[config.mk]
export PLATFORM = sky130hd
export DESIGN_NAME = msrv32_wr_en_ctrl
export DESIGN_NICKNAME = d
export VERILOG_FILES = /design/src/rtl/msrv32_wr_en_pkg.sv /design/src/rtl/msrv32_sat_counter.sv /design/src/rtl/msrv32_wr_en_ctrl.sv
export SDC_FILE = /design/constraint.sdc
export NUM_CORES = 1
export LEC_CHECK = 0
export ABC_AREA = 1
export CAP_MARGIN = 10
export CELL_PAD_IN_SITES_DETAIL_PLACEMENT = 1
export CELL_PAD_IN_SITES_GLOBAL_PLACEMENT = 2
export CORE_UTILIZATION = 39
export DETAILED_ROUTE_END_ITERATION = 10
export DONT_BUFFER_PORTS = 1
export PLACE_DENSITY = 0.85
export REMOVE_ABC_BUFFERS = 1
export SYNTH_ARGS = -nofsm -noshare
export SYNTH_HDL_FRONTEND = slang
export SYNTH_HIERARCHICAL = 1
export SYNTH_SLANG_ARGS = --single-unit
[constraint.sdc]
create_clock -name ms_riscv32_mp_clk_in -period 3.4 [get_ports ms_riscv32_mp_clk_in]
set_input_delay 0.34 -clock ms_riscv32_mp_clk_in [delete_from_list [all_inputs] [get_ports ms_riscv32_mp_clk_in]]
set_output_delay 0.34 -clock ms_riscv32_mp_clk_in [all_outputs]
set_load 0.1 [all_outputs]
[src/rtl/msrv32_wr_en_pkg.sv]
// Shared definitions for the msrv32 writeback write-enable controller:
// FSM encoding, channel indices and a width helper for the shadow counter.
package msrv32_wr_en_pkg;

    localparam logic RUN    = 1'b0;
    localparam logic SHADOW = 1'b1;

    localparam int CH_RF  = 0;
    localparam int CH_CSR = 1;

    typedef enum logic {
        ST_RUN    = RUN,
        ST_SHADOW = SHADOW
    } wr_en_state_e;

    // A zero-length shadow still needs a 1-bit counter so the register stays legal.
    function automatic int shadow_cnt_width(input int cycles);
        return (cycles > 0) ? $clog2(cycles + 1) : 1;
    endfunction

endpackage

[src/rtl/msrv32_sat_counter.sv]
// Saturating up-counter with synchronous clear; clear beats a same-cycle increment
// and the count sticks at all-ones instead of wrapping.
module msrv32_sat_counter #(
    parameter int CNT_W = 16
) (
    input  logic             clk,
    input  logic             rst_n,
    input  logic             clr,
    input  logic             inc,
    output logic [CNT_W-1:0] cnt
);

    localparam logic [CNT_W-1:0] CNT_ZERO = {CNT_W{1'b0}};
    localparam logic [CNT_W-1:0] CNT_ONE  = CNT_W'(1);
    localparam logic [CNT_W-1:0] CNT_MAX  = {CNT_W{1'b1}};

    logic [CNT_W-1:0] cnt_r;

    // Count register: clear first, then saturating increment.
    always_ff @(posedge clk or negedge rst_n) begin
        if (!rst_n) begin
            cnt_r <= CNT_ZERO;
        end else if (clr) begin
            cnt_r <= CNT_ZERO;
        end else if (inc && (cnt_r != CNT_MAX)) begin
            cnt_r <= cnt_r + CNT_ONE;
        end else begin
            cnt_r <= cnt_r;
        end
    end

    assign cnt = cnt_r;

endmodule

[src/rtl/msrv32_wr_en_ctrl.sv]
// Writeback write-enable controller: gates per-channel write requests against
// flush/stall, suppresses them for a refill shadow after a flush, and counts writes/kills.
module msrv32_wr_en_ctrl
    import msrv32_wr_en_pkg::*;
#(
    parameter int NUM_CH        = 2,
    parameter int ADDR_W        = 12,
    parameter int SHADOW_CYCLES = 1,
    parameter int CNT_W         = 16
) (
    input  logic                       ms_riscv32_mp_clk_in,
    input  logic                       ms_riscv32_mp_rst_n_in,
    input  logic                       flush_in,
    input  logic                       stall_in,
    input  logic [NUM_CH-1:0]          wr_en_req_in,
    input  logic [NUM_CH*ADDR_W-1:0]   wr_addr_in,
    input  logic                       cnt_clr_in,
    output logic [NUM_CH-1:0]          wr_en_out,
    output logic [NUM_CH*ADDR_W-1:0]   wr_addr_out,
    output logic                       shadow_active_out,
    output logic [NUM_CH*CNT_W-1:0]    wr_cnt_out,
    output logic [CNT_W-1:0]           kill_cnt_out
);

    localparam int             SH_W    = shadow_cnt_width(SHADOW_CYCLES);
    localparam logic [SH_W-1:0] SH_ZERO = {SH_W{1'b0}};
    localparam logic [SH_W-1:0] SH_ONE  = SH_W'(1);
    localparam logic [SH_W-1:0] SH_LOAD = SH_W'(SHADOW_CYCLES);
    localparam bit             SHADOW_EN = (SHADOW_CYCLES > 0);

    logic                      clk;
    logic                      rst_n;
    wr_en_state_e              state_r;
    logic [SH_W-1:0]           sh_cnt_r;
    logic                      shadow_active_r;
    logic [NUM_CH-1:0]         wr_en_r;
    logic [NUM_CH*ADDR_W-1:0]  wr_addr_r;
    logic                      pass_s;
    logic [NUM_CH-1:0]         issue_s;
    logic                      kill_inc_s;
    logic [NUM_CH:0]           cnt_inc_s;
    logic [(NUM_CH+1)*CNT_W-1:0] cnt_all_s;

    assign clk   = ms_riscv32_mp_clk_in;
    assign rst_n = ms_riscv32_mp_rst_n_in;

    // Issue gating and kill detection for the current cycle.
    always_comb begin
        pass_s     = ~flush_in & ~stall_in & (state_r == ST_RUN);
        issue_s    = wr_en_req_in & {NUM_CH{pass_s}};
        kill_inc_s = (|wr_en_req_in) & (flush_in | (state_r == ST_SHADOW));
        cnt_inc_s  = {kill_inc_s, issue_s};
    end

    // RUN/SHADOW FSM; flush (re)arms the shadow and outranks both stall and decrement.
    always_ff @(posedge clk or negedge rst_n) begin
        if (!rst_n) begin
            state_r         <= ST_RUN;
            sh_cnt_r        <= SH_ZERO;
            shadow_active_r <= 1'b0;
        end else if (flush_in && SHADOW_EN) begin
            state_r         <= ST_SHADOW;
            sh_cnt_r        <= SH_LOAD;
            shadow_active_r <= 1'b1;
        end else begin
            case (state_r)
                ST_RUN: begin
                    state_r         <= ST_RUN;
                    sh_cnt_r        <= sh_cnt_r;
                    shadow_active_r <= 1'b0;
                end
                ST_SHADOW: begin
                    if (stall_in) begin
                        state_r         <= ST_SHADOW;
                        sh_cnt_r        <= sh_cnt_r;
                        shadow_active_r <= 1'b1;
                    end else if (sh_cnt_r == SH_ONE) begin
                        state_r         <= ST_RUN;
                        sh_cnt_r        <= SH_ZERO;
                        shadow_active_r <= 1'b0;
                    end else begin
                        state_r         <= ST_SHADOW;
                        sh_cnt_r        <= sh_cnt_r - SH_ONE;
                        shadow_active_r <= 1'b1;
                    end
                end
                default: begin
                    state_r         <= ST_RUN;
                    sh_cnt_r        <= SH_ZERO;
                    shadow_active_r <= 1'b0;
                end
            endcase
        end
    end

    // Write-enable register: one-cycle latency, requests are never held over.
    always_ff @(posedge clk or negedge rst_n) begin
        if (!rst_n) begin
            wr_en_r <= {NUM_CH{1'b0}};
        end else begin
            wr_en_r <= issue_s;
        end
    end

    genvar g;
    generate
        for (g = 0; g < NUM_CH; g++) begin : g_addr
            // Address slice loads only on issue so it stays stable between writes.
            always_ff @(posedge clk or negedge rst_n) begin
                if (!rst_n) begin
                    wr_addr_r[g*ADDR_W +: ADDR_W] <= {ADDR_W{1'b0}};
                end else if (issue_s[g]) begin
                    wr_addr_r[g*ADDR_W +: ADDR_W] <= wr_addr_in[g*ADDR_W +: ADDR_W];
                end else begin
                    wr_addr_r[g*ADDR_W +: ADDR_W] <= wr_addr_r[g*ADDR_W +: ADDR_W];
                end
            end
        end

        // Counters 0..NUM_CH-1 track issued writes; the last one tracks killed cycles.
        for (g = 0; g <= NUM_CH; g++) begin : g_cnt
            msrv32_sat_counter #(
                .CNT_W (CNT_W)
            ) u_cnt (
                .clk   (clk),
                .rst_n (rst_n),
                .clr   (cnt_clr_in),
                .inc   (cnt_inc_s[g]),
                .cnt   (cnt_all_s[g*CNT_W +: CNT_W])
            );
        end
    endgenerate

    assign wr_en_out         = wr_en_r;
    assign wr_addr_out       = wr_addr_r;
    assign shadow_active_out = shadow_active_r;
    assign wr_cnt_out        = cnt_all_s[NUM_CH*CNT_W-1:0];
    assign kill_cnt_out      = cnt_all_s[NUM_CH*CNT_W +: CNT_W];

endmodule
==> metrics.csv <==
stage;metric;value;unit
clocking;Clock Path Buffers;2;
logic_synthesis;Seq/Total Area, Yosys;44.1;%
global_route;gr busiest metal;met2;
worst_setup_path;R2R Path Start;g_cnt[2].u_cnt/cnt[8];
worst_setup_path;Worst Path Class, Setup;reg -> reg;
layout;share of cells above drive strength 1;15.2;%
die;Core Region;10800;um^2
routing;Initial DRC Count;164;
global_route;GRT Util Overall;22.3;%
layout;commonest non-fill, non-tap cell in the layout;nand2_1;
timing;period utilisation layout;72.9;%
timing;Slew Limit Fails;0;
clocking;clock latency on the worst-skew pair;0.36;ns
layout;Area Overhead vs Synth;13.3;%
timing;# setup viols final;0;
timing;final-report hold violation count;0;
global_route;grt met2 use;38.4;%
routing;WL final;12000;um
routing;Post-DRT Antenna Nets;0;
clocking;CTS tree;yes;
global_route;global-route wire length before repair;20100;um
clocking;postcts setup bufs;0;
worst_setup_path;worst setup path start;g_cnt[2].u_cnt/cnt[8];
clocking;Clock Sink Count;76;
placed_design;hpwl dp;8520;um
worst_setup_path;CP endpoint kind;register;
placed_design;Inst Count DP;719;
global_route;remaining global-route overflow;0;
die;Die X;107;um
clocking;H-tree depth;3;
logic_synthesis;cell area after technology mapping;4320;um^2
worst_setup_path;kind of start point of the critical path;register;
flow_run;Max-cap violations;0;
global_route;largest net degree at the start of global routing;77;
logic_synthesis;Synth cell types;29;
die;die height;107;um
timing;relative slew slack;31.6;%
layout;filler instances;1373;
routing;# DRC;0;
global_route;initial antenna violation count;0;
layout;n_diodes;0;
global_route;number of global-route vias before repair;4078;
timing;crit path time final;2.48;ns
timing;Tightest Pin Transition;1.03;ns
clocking;Clock transition at path regs;0.09;ns
worst_setup_path;Crit path largest cell delay;0.79;ns
routing;Via density;5.26;
layout;Final #Nets;626;
worst_setup_path;crit path to;g_cnt[2].u_cnt/cnt[10];
logic_synthesis;ys async rst share;100;%
worst_setup_path;R2R cell count;7;
die;Die ar.;11500;um^2
logic_synthesis;YS warnings;6;
min_path;hold crit path type;in -> reg;
clocking;CTS Buf Count;9;
die;Placement Rows;38;
worst_setup_path;critical path data arrival time;2.78;ns
run_status;status;finished, final reports clean;
power_and_ir_drop;pwr/cell area;524;nW/um^2
worst_setup_path;r2r setup slk;0.92;ns
logic_synthesis;EDFF count, synth;0;
timing;Final Hold Slack;0.110;ns
layout;Final Non-Filler Cells;737;
clocking;post-CTS sizing;0;
die;Starting Density;40.0;%
logic_synthesis;top_reg_cell synth;dfrtp_1;
placed_design;I/O Buffers;0;
worst_setup_path;critical path data required time;3.70;ns
clocking;clk root buf;clkbuf_8;
routing;via count;3875;
worst_setup_path;Slowest cell on crit path;dfrtp_1;
timing;final setup TNS;0;ns
worst_setup_path;reg2reg end;g_cnt[2].u_cnt/cnt[10];
placed_design;Placer Congestion;0.773;
worst_setup_path;critical-path maximum fanout;13;
logic_synthesis;Synth Instances;555;
layout;most frequent cells in the layout;nand2_1, dfrtp_1, nand4_1, nor2_1, buf_4;
routing;Routed wire per std cell;16.3;um
global_route;GR Util met1;26.9;%
timing;Clock Skews;0.00952;ns
timing;Fmax;0.404;GHz
timing;unrepaired setup endpoints after global routing;no;
power_and_ir_drop;Peak VDD IR;0.332;mV
power_and_ir_drop;LEAKAGE;2.45;nW
layout;fin util;45.3;%
logic_synthesis;post-synthesis register bit count;76;
power_and_ir_drop;Final Total Pwr;2.56;mW
logic_synthesis;average cell area after synthesis;7.78;um^2
die;I/O pin total;106;
global_route;met3 Resource Use GR;5.53;%
worst_setup_path;worst path cell trace;nand2_1 > nor2_1 > nand2_1 > nor2_1 > nor2_1 > nand4_1 > nand2_1;
routing;drt first pass iters;4;
## synth_stat cells (5+ instances only)
cell      count  area [um^2]
nand2_1     215          807
dfrtp_1      76         1900
nand4_1      51          319
nor2_1       44          165
inv_1        37          139
nand3_1      37          185
o21ai_0      12         60.1
xor2_1        9         78.8
nand2_2       6         37.5
nand2_4       6         67.6
nor2_4        6         67.6
o21bai_1      6         45.0
xnor2_1       6         52.6
buf_2         5         25.0
buf_4         5         37.5
## critical path, delay by kind of cell (launching register included)
kind | cells | cell delay (ns)
DFF | 1 | 0.79
and+or+nand+nor | 7 | 1.63
## per-layer routing
metal / up-vias / share of wire [%]
met5: - / 0
met4: 0 / 1.6
met3: 16 / 6.0
met2: 78 / 48
met1: 1899 / 44
li1: 1882 / -
## stage by stage
step / setup slack, ns / area (um^2)
after floorplan: 1.03 / 4160
after global routing: 0.678 / 4890
after detailed placement: 0.943 / 4650
final: 0.922 / 4890
after CTS: 0.924 / 4890
after global placement: 1.04 / 4650
## where the power goes
group / internal (mW) / switching, mW / total [mW]
clock network: 0.348 / 0.382 / 0.729
logic: 0.0590 / 0.163 / 0.222
registers: 0.972 / 0.641 / 1.61
total: 1.38 / 1.19 / 2.56
## layout make-up
cell class	instances	area (um^2)	share of cell area, %
sequential	76	1900	38.9
clock inverter	6	73.8	1.51
inverter	43	169	3.45
tap	140	175	3.58
timing repair buffer	44	353	7.22
clock buffer	10	128	2.61
multi-input combinational	418	2090	42.7
## worst min path at each step
stage | from | end | slack [ns] | cells after the start
2_1_floorplan | ms_riscv32_mp_rst_n_in | g_cnt[0].u_cnt/cnt[0] | 0.04 | 0
3_3_place_gp | ms_riscv32_mp_rst_n_in | wr_addr_out[3] | 0.05 | 0
3_5_place_dp | ms_riscv32_mp_rst_n_in | wr_addr_out[6] | 0.05 | 0
4_1_cts | flush_in | sh_cnt_r | 0.09 | 2
5_1_grt | flush_in | sh_cnt_r | 0.1 | 2
6_report | flush_in | sh_cnt_r | 0.11 | 2
## registers in the layout, summed over array words and instances (netlist names)
| signal | cells |
|---|---|
| wr_addr_out | 24 |
| g_cnt.u_cnt/cnt | 48 |
| shadow_active_out | 1 |
| wr_en_out | 2 |
| sh_cnt_r | 1 |
## timing repair
item	4_1_cts	5_1_grt
hold endpoints to repair	76	0
hold buffers	2	0
endpoints found under the setup margin	0	0
## kinds of logic (layout without fill, tap and decap cells)
logic type                 Yosys count  in the layout  synth area share [%]
and+or+nand+nor                    375            375                  40.4
DFF                                 76             76                  44.1
buffers and inverters               61            103                  7.54
AOI/OAI and AO/OA                   25             25                  4.06
xor gates and xnor gates            15             15                  3.04
adders and majority gates            3              3                 0.870
(Power assumes the default switching activity.)
